File: config.mk
export PLATFORM = sky130hd
export DESIGN_NAME = alu_acc_stage
export DESIGN_NICKNAME = d
export VERILOG_FILES = /design/src/rtl/alu_acc_stage.sv
export SDC_FILE = /design/constraint.sdc
export NUM_CORES = 1
export LEC_CHECK = 0
export ABC_AREA = 0
export BUFFER_PORTS_ARGS = -buffer_cell sky130_fd_sc_hd__buf_2
export CAP_MARGIN = 20
export CORE_MARGIN = 4
export CORE_UTILIZATION = 43
export DETAILED_ROUTE_END_ITERATION = 10
export PLACE_DENSITY = 0.73
export SYNTH_ARGS = -nofsm -noshare
export SYNTH_HDL_FRONTEND = slang
export SYNTH_SLANG_ARGS = --single-unit
File: constraint.sdc
create_clock -name clk -period 1.7 [get_ports clk]
set_clock_uncertainty 0.15 [all_clocks]
set_input_delay 0.085 -clock clk [delete_from_list [all_inputs] [get_ports clk]]
set_output_delay 0.085 -clock clk [all_outputs]
set_load 0.02 [all_outputs]
File: src/rtl/alu_acc_stage.sv
// alu_acc_stage: accumulator/sequencer stage around an external add/sub ALU.
//
// Accepts one operation per op_valid/op_ready handshake and registers the opcode
// and operand. During the single EXEC cycle it drives the ALU: the accumulator
// feeds back as operand a. At the end of EXEC it captures the result into acc
// and updates the flags. The result is then held on res_valid until res_ready.
//
// Optional feature: define ALU_ACC_OVF_EN to build the signed-overflow flag
// (flag_v). Without the macro, flag_v is tied to 0.
//
// Ports:
//   clk, rst_n           clock (rising edge), asynchronous active-low reset
//   op_valid/op_ready    upstream handshake; op_code (00 LOAD, 01 ADD, 10 SUB,
//                        11 CLEAR), op_data (operand / load value)
//   alu_s, alu_a, alu_b  ALU drive: subtract select, acc, registered operand
//   alu_out, alu_carry   ALU result and carry-out (1 = no borrow on SUB)
//   acc, flag_c/z/n/v    accumulator and condition flags
//   res_valid/res_ready  downstream handshake
module alu_acc_stage #(
    parameter int unsigned WIDTH = 4
) (
    input  logic             clk,
    input  logic             rst_n,
    input  logic             op_valid,
    output logic             op_ready,
    input  logic [1:0]       op_code,
    input  logic [WIDTH-1:0] op_data,
    output logic             alu_s,
    output logic [WIDTH-1:0] alu_a,
    output logic [WIDTH-1:0] alu_b,
    input  logic [WIDTH-1:0] alu_out,
    input  logic             alu_carry,
    output logic [WIDTH-1:0] acc,
    output logic             flag_c,
    output logic             flag_z,
    output logic             flag_n,
    output logic             flag_v,
    output logic             res_valid,
    input  logic             res_ready
);

    localparam logic [1:0] OpLoad  = 2'b00;
    localparam logic [1:0] OpAdd   = 2'b01;
    localparam logic [1:0] OpSub   = 2'b10;
    localparam logic [1:0] OpClear = 2'b11;

    typedef enum logic [1:0] {StIdle, StExec, StResp} state_e;

    state_e           state_q;
    logic [1:0]       op_q;
    logic [WIDTH-1:0] op_b_q;
    logic [WIDTH-1:0] acc_q;
    logic             flag_c_q;
    logic             flag_z_q;
    logic             flag_n_q;

    logic [WIDTH-1:0] acc_d;
    logic             carry_d;

    // Next accumulator and carry, valid while in EXEC (ALU has settled).
    always_comb begin
        acc_d   = '0;
        carry_d = 1'b0;
        unique case (op_q)
            OpLoad:       acc_d = op_b_q;
            OpAdd, OpSub: begin
                acc_d   = alu_out;
                carry_d = alu_carry;
            end
            OpClear:      acc_d = '0;
            default:      acc_d = '0;
        endcase
    end

`ifdef ALU_ACC_OVF_EN
    logic flag_v_q;
    logic ovf_d;
    logic a_msb;
    logic b_msb;
    logic r_msb;

    assign a_msb = acc_q[WIDTH-1];
    assign b_msb = op_b_q[WIDTH-1];
    assign r_msb = alu_out[WIDTH-1];

    // Two's-complement overflow on the operation as seen by the user
    // (b, not ~b, for subtract).
    always_comb begin
        ovf_d = 1'b0;
        unique case (op_q)
            OpAdd:   ovf_d = (a_msb == b_msb) && (r_msb != a_msb);
            OpSub:   ovf_d = (a_msb != b_msb) && (r_msb != a_msb);
            default: ovf_d = 1'b0;
        endcase
    end

    always_ff @(posedge clk or negedge rst_n) begin
        if (!rst_n) begin
            flag_v_q <= 1'b0;
        end else if (state_q == StExec) begin
            flag_v_q <= ovf_d;
        end
    end

    assign flag_v = flag_v_q;
`else
    assign flag_v = 1'b0;
`endif

    always_ff @(posedge clk or negedge rst_n) begin
        if (!rst_n) begin
            state_q  <= StIdle;
            op_q     <= OpLoad;
            op_b_q   <= '0;
            acc_q    <= '0;
            flag_c_q <= 1'b0;
            flag_z_q <= 1'b0;
            flag_n_q <= 1'b0;
        end else begin
            unique case (state_q)
                StIdle: begin
                    if (op_valid) begin
                        op_q    <= op_code;
                        op_b_q  <= op_data;
                        state_q <= StExec;
                    end
                end
                StExec: begin
                    acc_q    <= acc_d;
                    flag_c_q <= carry_d;
                    flag_z_q <= (acc_d == '0);
                    flag_n_q <= acc_d[WIDTH-1];
                    state_q  <= StResp;
                end
                StResp: begin
                    if (res_ready) begin
                        state_q <= StIdle;
                    end
                end
                default: state_q <= StIdle;
            endcase
        end
    end

    // All outputs are straight decodes of registers, so they are glitch-free
    // and stable for the whole of EXEC.
    assign op_ready  = (state_q == StIdle);
    assign res_valid = (state_q == StResp);
    assign alu_a     = acc_q;
    assign alu_b     = op_b_q;
    assign alu_s     = (op_q == OpSub);
    assign acc       = acc_q;
    assign flag_c    = flag_c_q;
    assign flag_z    = flag_z_q;
    assign flag_n    = flag_n_q;

endmodule

# Word level (Yosys, flattened, before mapping)
# Index checks and enable logic that the tools add are counted.
dict set report word_totals {
  output_inout_bits 19
  input_bits 15
  wordCells 25
  ff_bits 15
}
dict set report op_classes {
  n_reduce_logical 6
  mux 5
  n_eq_ne 7
}
# operator count
set ops {}
lappend ops {{case mux 4 bit (3 select lines)} 1}
lappend ops {{== test 2 bit, second input constant} 3}
lappend ops {{case mux 2 bit (3 select lines)} 1}
lappend ops {{== test 2 x 1 -> 1 bit, second input constant} 2}
lappend ops {{logical NOT 2 bit} 2}
lappend ops {{logical NOT 4 bit} 1}
lappend ops {{2-to-1 mux 2 bit} 2}
lappend ops {{AND reduction 2 bit} 2}
lappend ops {{!= test 2 x 1 -> 1 bit, second input constant} 1}
lappend ops {{!= test 2 bit, second input constant} 1}
lappend ops {{OR reduction 2 bit} 1}
lappend ops {{2-to-1 mux 1 bit} 1}

# Longest topological paths before layout
# Gate-level depths: netlist (run 1).
dict set report logic_depth {
  ltp_word 4
  mapped_depth 5
  ltp_nobuf 5
}

# Worst setup path before layout (run 1)
# OpenSTA, ideal clock, no wires.
dict set report synth_timing {
  kind {flip-flop to flip-flop}
  startpoint {reg state_q[0]}
  endpoint {reg op_b_q[0], in the netlist alu_b[0]}
  path_buffers 1
  required_time_ns 1.425
  slack_ns 0.095
  setup_time_ns 0.125
  stages_incl_launch_ff 5
  arrival_time_ns 1.330
  path_cell_list {dfrtp_1 -> nor2_1 -> and2_4 -> buf_6 -> mux2_4}
}
dict set report synth_between {
  elab_chain_len 2
}
# item line
set synth_rtl {}
lappend synth_rtl {{from (decl)} 49} ;# state_e state_q;
lappend synth_rtl {{from (signal assigned)} 112} ;# state_q <= StIdle;
lappend synth_rtl {{from (signal assigned)} 125} ;# state_q <= StExec;
lappend synth_rtl {{from (signal assigned)} 133} ;# state_q <= StResp;
lappend synth_rtl {{logical NOT 2 bit} --}
lappend synth_rtl {{named net op_ready} 25} ;# output logic op_ready,
lappend synth_rtl {{AND reduction 2 bit (no line)} --}
lappend synth_rtl {{to (signal assigned)} 124} ;# op_b_q <= op_data;
lappend synth_rtl {{to (decl)} 51} ;# logic [WIDTH-1:0] op_b_q;
# The timed path passes the listed nets, and every way through them passes these cells.
# A chain may end at the register's enable or synchronous reset.

# Final worst setup path (run 1)
dict set report layout_timing {
  startpoint {reg op_q[0]}
  endpoint {reg acc_q[1], in the netlist acc[1]}
}
dict set report layout_between {
  elab_chain_len 3
}
# item line
set layout_rtl {}
lappend layout_rtl {{from (decl)} 50} ;# logic [1:0] op_q;
lappend layout_rtl {{from (signal assigned)} 113} ;# op_q <= OpLoad;
lappend layout_rtl {{from (signal assigned)} 123} ;# op_q <= op_code;
lappend layout_rtl {{== test 2 bit or == test 2 x 1 -> 1 bit (tied branches)} 64} ;# unique case (op_q)
lappend layout_rtl {{OR reduction 2 bit} 64}
lappend layout_rtl {{case mux 4 bit (3 select lines) (*)} 64}
lappend layout_rtl {{to (signal assigned)} 115} ;# acc_q <= '0;
lappend layout_rtl {{to (signal assigned)} 129} ;# acc_q <= acc_d;
lappend layout_rtl {{to (decl)} 52} ;# logic [WIDTH-1:0] acc_q;
# Mark *: on every way between the ends. The rest lies on a longest branch, timed or not.

==> results of run 1 <==
through the flow:
step | area (um^2) | cells | hold slack (ps) | setup slack (ps)
finish | 988 | 119 | 72.5 | 65.9
detailed placement | 821 | 101 | -154 | 74.0
floorplan | 697 | 60 | -361 | 94.7
global placement | 821 | 101 | -160 | 113
global route | 988 | 119 | 96.8 | 16.9
CTS | 973 | 117 | 75.2 | 59.7
metal layers:
metal  wire, um  GRT usage  vias up  part of all wire
met1        562      0.155      275              0.40
met4          0     0.0323        0                 0
li1           -          -      283                 -
met2        742      0.258       21              0.53
met5          0          0        -                 0
met3        104     0.0369        0             0.074
cell usage in the layout, fill, tap and decap left out:
cell type | synthesis | routed
and2b_2 | 1 | 1
nand2_1 | 5 | 5
buf_4 | 6 | 2
mux2_2 | 1 | 1
a22o_1 | 1 | 1
conb_1 | 1 | 1
ha_1 | 2 | 2
a221oi_1 | 2 | 2
dfrtp_1 | 14 | 14
nand2b_1 | 1 | 1
or2b_1 | 1 | 1
and2_4 | 1 | 1
mux2_4 | 6 | 6
nor2b_1 | 1 | 1
clkbuf_4 | 0 | 3
o31ai_1 | 1 | 1
nor2_1 | 5 | 5
dlygate4sd3_1 | 0 | 13
o21ai_0 | 4 | 4
inv_1 | 3 | 3
nand3_1 | 1 | 1
buf_2 | 0 | 32
o211ai_1 | 1 | 1
o21a_1 | 1 | 1
kinds of logic after synthesis:
family                   Yosys count
AO/OA/AOI/OAI                     10
adder cells (fa/ha/maj)            2
buffers and inverters             10
flip-flops                        14
multiplexers                       7
other                              1
AND/OR/NAND/NOR                   16
power groups by stage:
| stage | Clock [mW] | Sequential, mW | Combinational (mW) |
|---|---|---|---|
| final | 0.175 | 0.617 | 1.08 |
| after global routing | 0.200 | 0.641 | 1.18 |
| after CTS | 0.188 | 0.620 | 1.06 |
| after detailed placement | 0 | 0.624 | 1.03 |
| after global placement | 0 | 0.610 | 1.02 |
| after floorplan | 0 | 0.744 | 0.695 |
flip-flops by register name (all words and copies together) (netlist names):
register / count
alu_b: 4
acc: 4
state_q: 2
flag_z: 1
flag_c: 1
op_q: 2
critical path, cell delays in order (launching register included):
cell and delay, ps:
dfrtp_1 350, inv_1 60, ha_1 330, nor2b_1 170
a22o_1 200, mux2_2 260
worst max-delay path by stage:
| stage | from | to | cells past startpoint |
|---|---|---|---|
| CTS | op_q[1]$_DFFE_PN0P_ | acc[1]$_DFFE_PN0N_ | 5 |
| detailed placement | op_q[1]$_DFFE_PN0P_ | acc[1]$_DFFE_PN0N_ | 5 |
| finish | op_q[0]$_DFFE_PN0P_ | acc[1]$_DFFE_PN0N_ | 5 |
| global route | op_q[0]$_DFFE_PN0P_ | acc[1]$_DFFE_PN0N_ | 5 |
| global placement | op_q[0]$_DFFE_PN0P_ | acc[1]$_DFFE_PN0N_ | 5 |
| floorplan | state_q[0]$_DFFE_PN0P_ | alu_b[0]$_DFFE_PN0P_ | 4 |
area by class of cell:
cell class,instances,area (um^2),area share
Sequential cell,14,350,0.354
Timing Repair Buffer,47,305,0.309
Multi-Input combinational cell,36,279,0.282
Clock buffer,3,22.5,0.0228
Tap cell,16,20.0,0.0203
Inverter,3,11.3,0.0114
what timing repair did:
item	4_1_cts	5_1_grt
hold endpoints to repair	26	0
buffers inserted	0	2
resized for setup	0	0
endpoints found under the setup margin	0	1
hold buffers	13	0
==> flow_summary.json, run 1 <==
{
  "fin_setup_tns_ps": 0,
  "synthTopCellsByCount": "dfrtp_1 (14), buf_4 (6), mux2_4 (6)",
  "yosys.area.top_type": "dfrtp_1",
  "core_area_um2": 1520,
  "antenna_left": 0,
  "ir_drop_mv": 1.12,
  "hold-path-endpoint": "acc[2]$_DFFE_PN0N_",
  "fmax_mhz": 612,
  "ys_seq_area_frac": 0.503,
  "power.total_mw": 1.88,
  "path_clk_slew_ps": 70,
  "synthSimpleGateAreaFrac": 0.115,
  "p_sw_frac": 0.436,
  "fin_crit_sh": 0.961,
  "gp_congestion": 0.719,
  "finalCriticalPeriod_ps": 1630,
  "synth_edf_count": 0,
  "drv_slew": 0,
  "cp_max_fo": 4,
  "critPathArrivalTime_ps": 1640,
  "vias": 579,
  "num_rows": 14,
  "async_flop_share": 1.00,
  "insertion_delay_ps": 260,
  "grt_pass1_vias": 551,
  "min_path_type": "in -> reg",
  "drc": 0,
  "hold_viol_final": 0,
  "r2r_slack_ps": 70,
  "antenna_cells": 0,
  "utilization": 0.649,
  "endpoint_kind": "flop",
  "start_util": 0.457,
  "start_kind": "flop",
  "syn-cell-area_um2": 697,
  "fp.dieArea_um2": 2330,
  "ios": 34,
  "antenna_found_initial": 0,
  "io_buffers": 32,
  "hpwl_um": 1080,
  "power_frac_seq": 0.329,
  "wire_per_inst_um": 11.8,
  "cts-root-buf": "clkbuf_4",
  "synth_cell_types": 22,
  "cts_made_buffers": 3,
  "cts_buffer_depth": 2,
  "comb_power_share": 0.578,
  "drt_iter0_markers": 8,
  "synth-adder-area-share": 0.0359,
  "synth_ff_type": "dfrtp_1",
  "dr.pass1.iters": 4,
  "htree_levels": 1,
  "grt-ovfl-total": 0,
  "avgViaCountPerCell": 4.87,
  "worstRegToRegCells": 5,
  "synth_fp_nets": 77,
  "post-synth-top-count-cell": "dfrtp_1",
  "yosys.area_share.xor_xnor": 0,
  "synth_top_family_by_area": "multiplexers",
  "cts_tree": "done",
  "hold_depth": 4,
  "synthMuxAreaShare": 0.145,
  "cellLeakagePower_nw": 0.521,
  "grtUsageTotal": 0.139,
  "nNetsFinal": 122,
  "wl_um": 1410,
  "status": "complete, no violations",
  "synth_seq_cells": 14,
  "synth_top_area_frac": 0.503,
  "synth_compound_area_frac": 0.0987,
  "worstHoldStart": "alu_out[2]",
  "die_h_um": 48.3,
  "cts_sinks": 14,
  "postSynthCellCount": 60,
  "p_int_mw": 1.06,
  "grt_start_max_net_pins": 15,
  "synth_warnings": 0,
  "fillers": 139,
  "maxCapViolCount": 0,
  "grt_setup_unrepaired": "false",
  "worstReg2RegEnd": "acc[1]$_DFFE_PN0N_",
  "r2r-start": "op_q[0]$_DFFE_PN0P_",
  "setup_viol": 0,
  "areaGrowthSynthToFinish_pct": 41.8,
  "p_per_area_nw_per_um2": 1900,
  "yosys-top-cells-area": "dfrtp_1 (50%), mux2_4 (13%), buf_4 (6.5%)",
  "cp.required_ps": 1700,
  "grt_first_pass_wirelength_um": 2270,
  "syn_avg_cell_area_um2": 11.6,
  "pwr-share-clk": 0.093,
  "drive_above_1_share": 0.447,
  "die_x_um": 48.3,
  "crit_type": "reg -> reg",
  "net-switching-power_mw": 0.817
}
Power figures use the tool's default switching activity.
==> run 2, diff against run 1 <==
--- a/config.mk
+++ b/config.mk
@@ -5,13 +5,14 @@
 export SDC_FILE = /design/constraint.sdc
 export NUM_CORES = 1
 export LEC_CHECK = 0
-export ABC_AREA = 0
+export ABC_AREA = 1
 export BUFFER_PORTS_ARGS = -buffer_cell sky130_fd_sc_hd__buf_2
 export CAP_MARGIN = 20
 export CORE_MARGIN = 4
 export CORE_UTILIZATION = 43
 export DETAILED_ROUTE_END_ITERATION = 10
-export PLACE_DENSITY = 0.73
+export PLACE_DENSITY = 0.74
+export SETUP_SLACK_MARGIN = 0.2
 export SYNTH_ARGS = -nofsm -noshare
 export SYNTH_HDL_FRONTEND = slang
 export SYNTH_SLANG_ARGS = --single-unit
==> flow_summary.json, run 2 <==
{
  "drive_above_1_share": 0.350,
  "synth_fp_nets": 95,
  "post_cts_resized": 0,
  "grt-ovfl-total": 0,
  "ir_drop_mv": 0.863,
  "hold_depth": 6,
  "die_h_um": 47.6,
  "dr.pass1.iters": 4,
  "synth_edf_count": 0,
  "cts_sinks": 14,
  "syn_avg_cell_area_um2": 8.63,
  "worstRegToRegCells": 7,
  "avgViaCountPerCell": 4.58,
  "synth_cell_types": 16,
  "r2r_slack_ps": 330,
  "cp_max_fo": 5,
  "post-synth-top-count-cell": "nand2_1",
  "start_kind": "flop",
  "cellLeakagePower_nw": 0.533,
  "yosys.area.top_type": "dfrtp_1",
  "fin_crit_sh": 0.804,
  "power.total_mw": 1.80,
  "vias": 623,
  "hold_viol_final": 0,
  "grt_first_pass_wirelength_um": 2370,
  "p_per_area_nw_per_um2": 1870,
  "drv_slew": 0,
  "critPathArrivalTime_ps": 1390,
  "hpwl_um": 1110,
  "fin_setup_tns_ps": 0,
  "fmax_mhz": 732,
  "final_cell_mix": "buf_2 (32), nand2_1 (27), dfrtp_1 (14)",
  "io_buffers": 32,
  "hold-path-endpoint": "flag_z$_DFFE_PN0N_",
  "die_x_um": 47.6,
  "synth_top_area_frac": 0.520,
  "syn-cell-area_um2": 673,
  "dpl_worst_slack_ps": 332,
  "crit_type": "reg -> reg",
  "ys_seq_area_frac": 0.520,
  "nNetsFinal": 139,
  "synthTopCellsByCount": "nand2_1 (27), dfrtp_1 (14), buf_4 (6)",
  "cts-root-buf": "clkbuf_4",
  "r2r-start": "op_q[1]$_DFFE_PN0P_",
  "setup_viol": 0,
  "drt_iter0_markers": 8,
  "grt_setup_unrepaired": "false",
  "cp.required_ps": 1720,
  "cts_tree": "done",
  "antenna_left": 0,
  "wl_um": 1550,
  "grtUsageTotal": 0.151,
  "maxCapViolCount": 0,
  "gp_congestion": 0.753,
  "antenna_cells": 0,
  "core_area_um2": 1490,
  "synth_warnings": 0,
  "final_common_cell": "buf_2",
  "fp.dieArea_um2": 2260,
  "fin_ws_ps": 334,
  "antenna_found_initial": 0,
  "insertion_delay_ps": 270,
  "num_rows": 14,
  "htree_levels": 1,
  "cts_made_buffers": 3,
  "drc": 0,
  "worstHoldStart": "alu_out[2]",
  "cts_buffer_depth": 2,
  "utilization": 0.645,
  "synth_ff_type": "dfrtp_1",
  "endpoint_kind": "flop",
  "min_path_type": "in -> reg",
  "wire_per_inst_um": 11.4,
  "grt_pass1_vias": 583,
  "areaGrowthSynthToFinish_pct": 42.8,
  "synth_seq_cells": 14,
  "yosys-top-cells-area": "dfrtp_1 (52%), nand2_1 (15%), buf_4 (6.7%)",
  "ios": 34,
  "worstReg2RegEnd": "flag_z$_DFFE_PN0N_",
  "status": "complete, no violations",
  "path_clk_slew_ps": 80,
  "grt_start_max_net_pins": 15,
  "finalCriticalPeriod_ps": 1370,
  "start_util": 0.452,
  "postSynthCellCount": 78,
  "async_flop_share": 1.00
}
## run 2: critical path, stage by stage, from the launching register on
cell	delay, ps
dfrtp_1	360
inv_1	70
ha_1	360
nand3_1	120
nand2_1	90
nor2_2	40
nand2_1	50
nand2_1	40
## run 2: how the worst max path moves through the flow
stage | startpoint | endpoint | cells past startpoint | slack, ps
after floorplan | op_q[1]$_DFFE_PN0P_ | flag_z$_DFFE_PN0N_ | 7 | 460
after global placement | op_q[1]$_DFFE_PN0P_ | flag_z$_DFFE_PN0N_ | 7 | 370
after detailed placement | op_q[1]$_DFFE_PN0P_ | flag_z$_DFFE_PN0N_ | 7 | 330
after CTS | op_q[1]$_DFFE_PN0P_ | flag_z$_DFFE_PN0N_ | 7 | 330
after global routing | op_q[0]$_DFFE_PN0P_ | flag_z$_DFFE_PN0N_ | 8 | 200
final | op_q[1]$_DFFE_PN0P_ | flag_z$_DFFE_PN0N_ | 7 | 330
## run 2: cell type report
type	count	area (um^2)
fillers	123	528
flip-flops and latches	14	350
repair buffers	45	290
multi-input cells	51	251
inverters	7	26.3
clock buffers	3	22.5
well taps	16	20.0
## run 2: power by group
part | leakage, nW | switching (mW) | total, mW | internal [mW]
logic | 0.348 | 0.665 | 1.02 | 0.351
registers | 0.171 | 0.111 | 0.601 | 0.490
clock network | 0.0138 | 0.0982 | 0.180 | 0.0819
## run 2: logic make-up (layout without fill, tap and decap cells)
group	count (synthesis)	count (layout)	synth area share
DFF	14	14	0.520
and+or+nand+nor	41	41	0.270
AOI/OAI and AO/OA	7	7	0.0613
adders and majority gates	2	2	0.0372
other	1	1	0.00557
buffers and inverters	13	55	0.106
## run 2: metal layers
metal,vias up,share of wire,global-route usage
met5,-,0,0
met4,0,0.010,0.0806
met3,2,0.084,0.0564
met2,21,0.49,0.251
met1,271,0.42,0.168
li1,329,-,-
## run 2: what timing repair did
item	CTS	global route
hold endpoints to repair	26	0
buffers inserted	0	0
hold buffers	13	0
## run 2: through the flow
step	instances	hold slack, ps	cell area, um^2
global route	136	78.4	961
finish	136	56.6	961
detailed placement	120	-155	808
CTS	136	47.3	961
floorplan	78	-361	673
global placement	120	-161	808
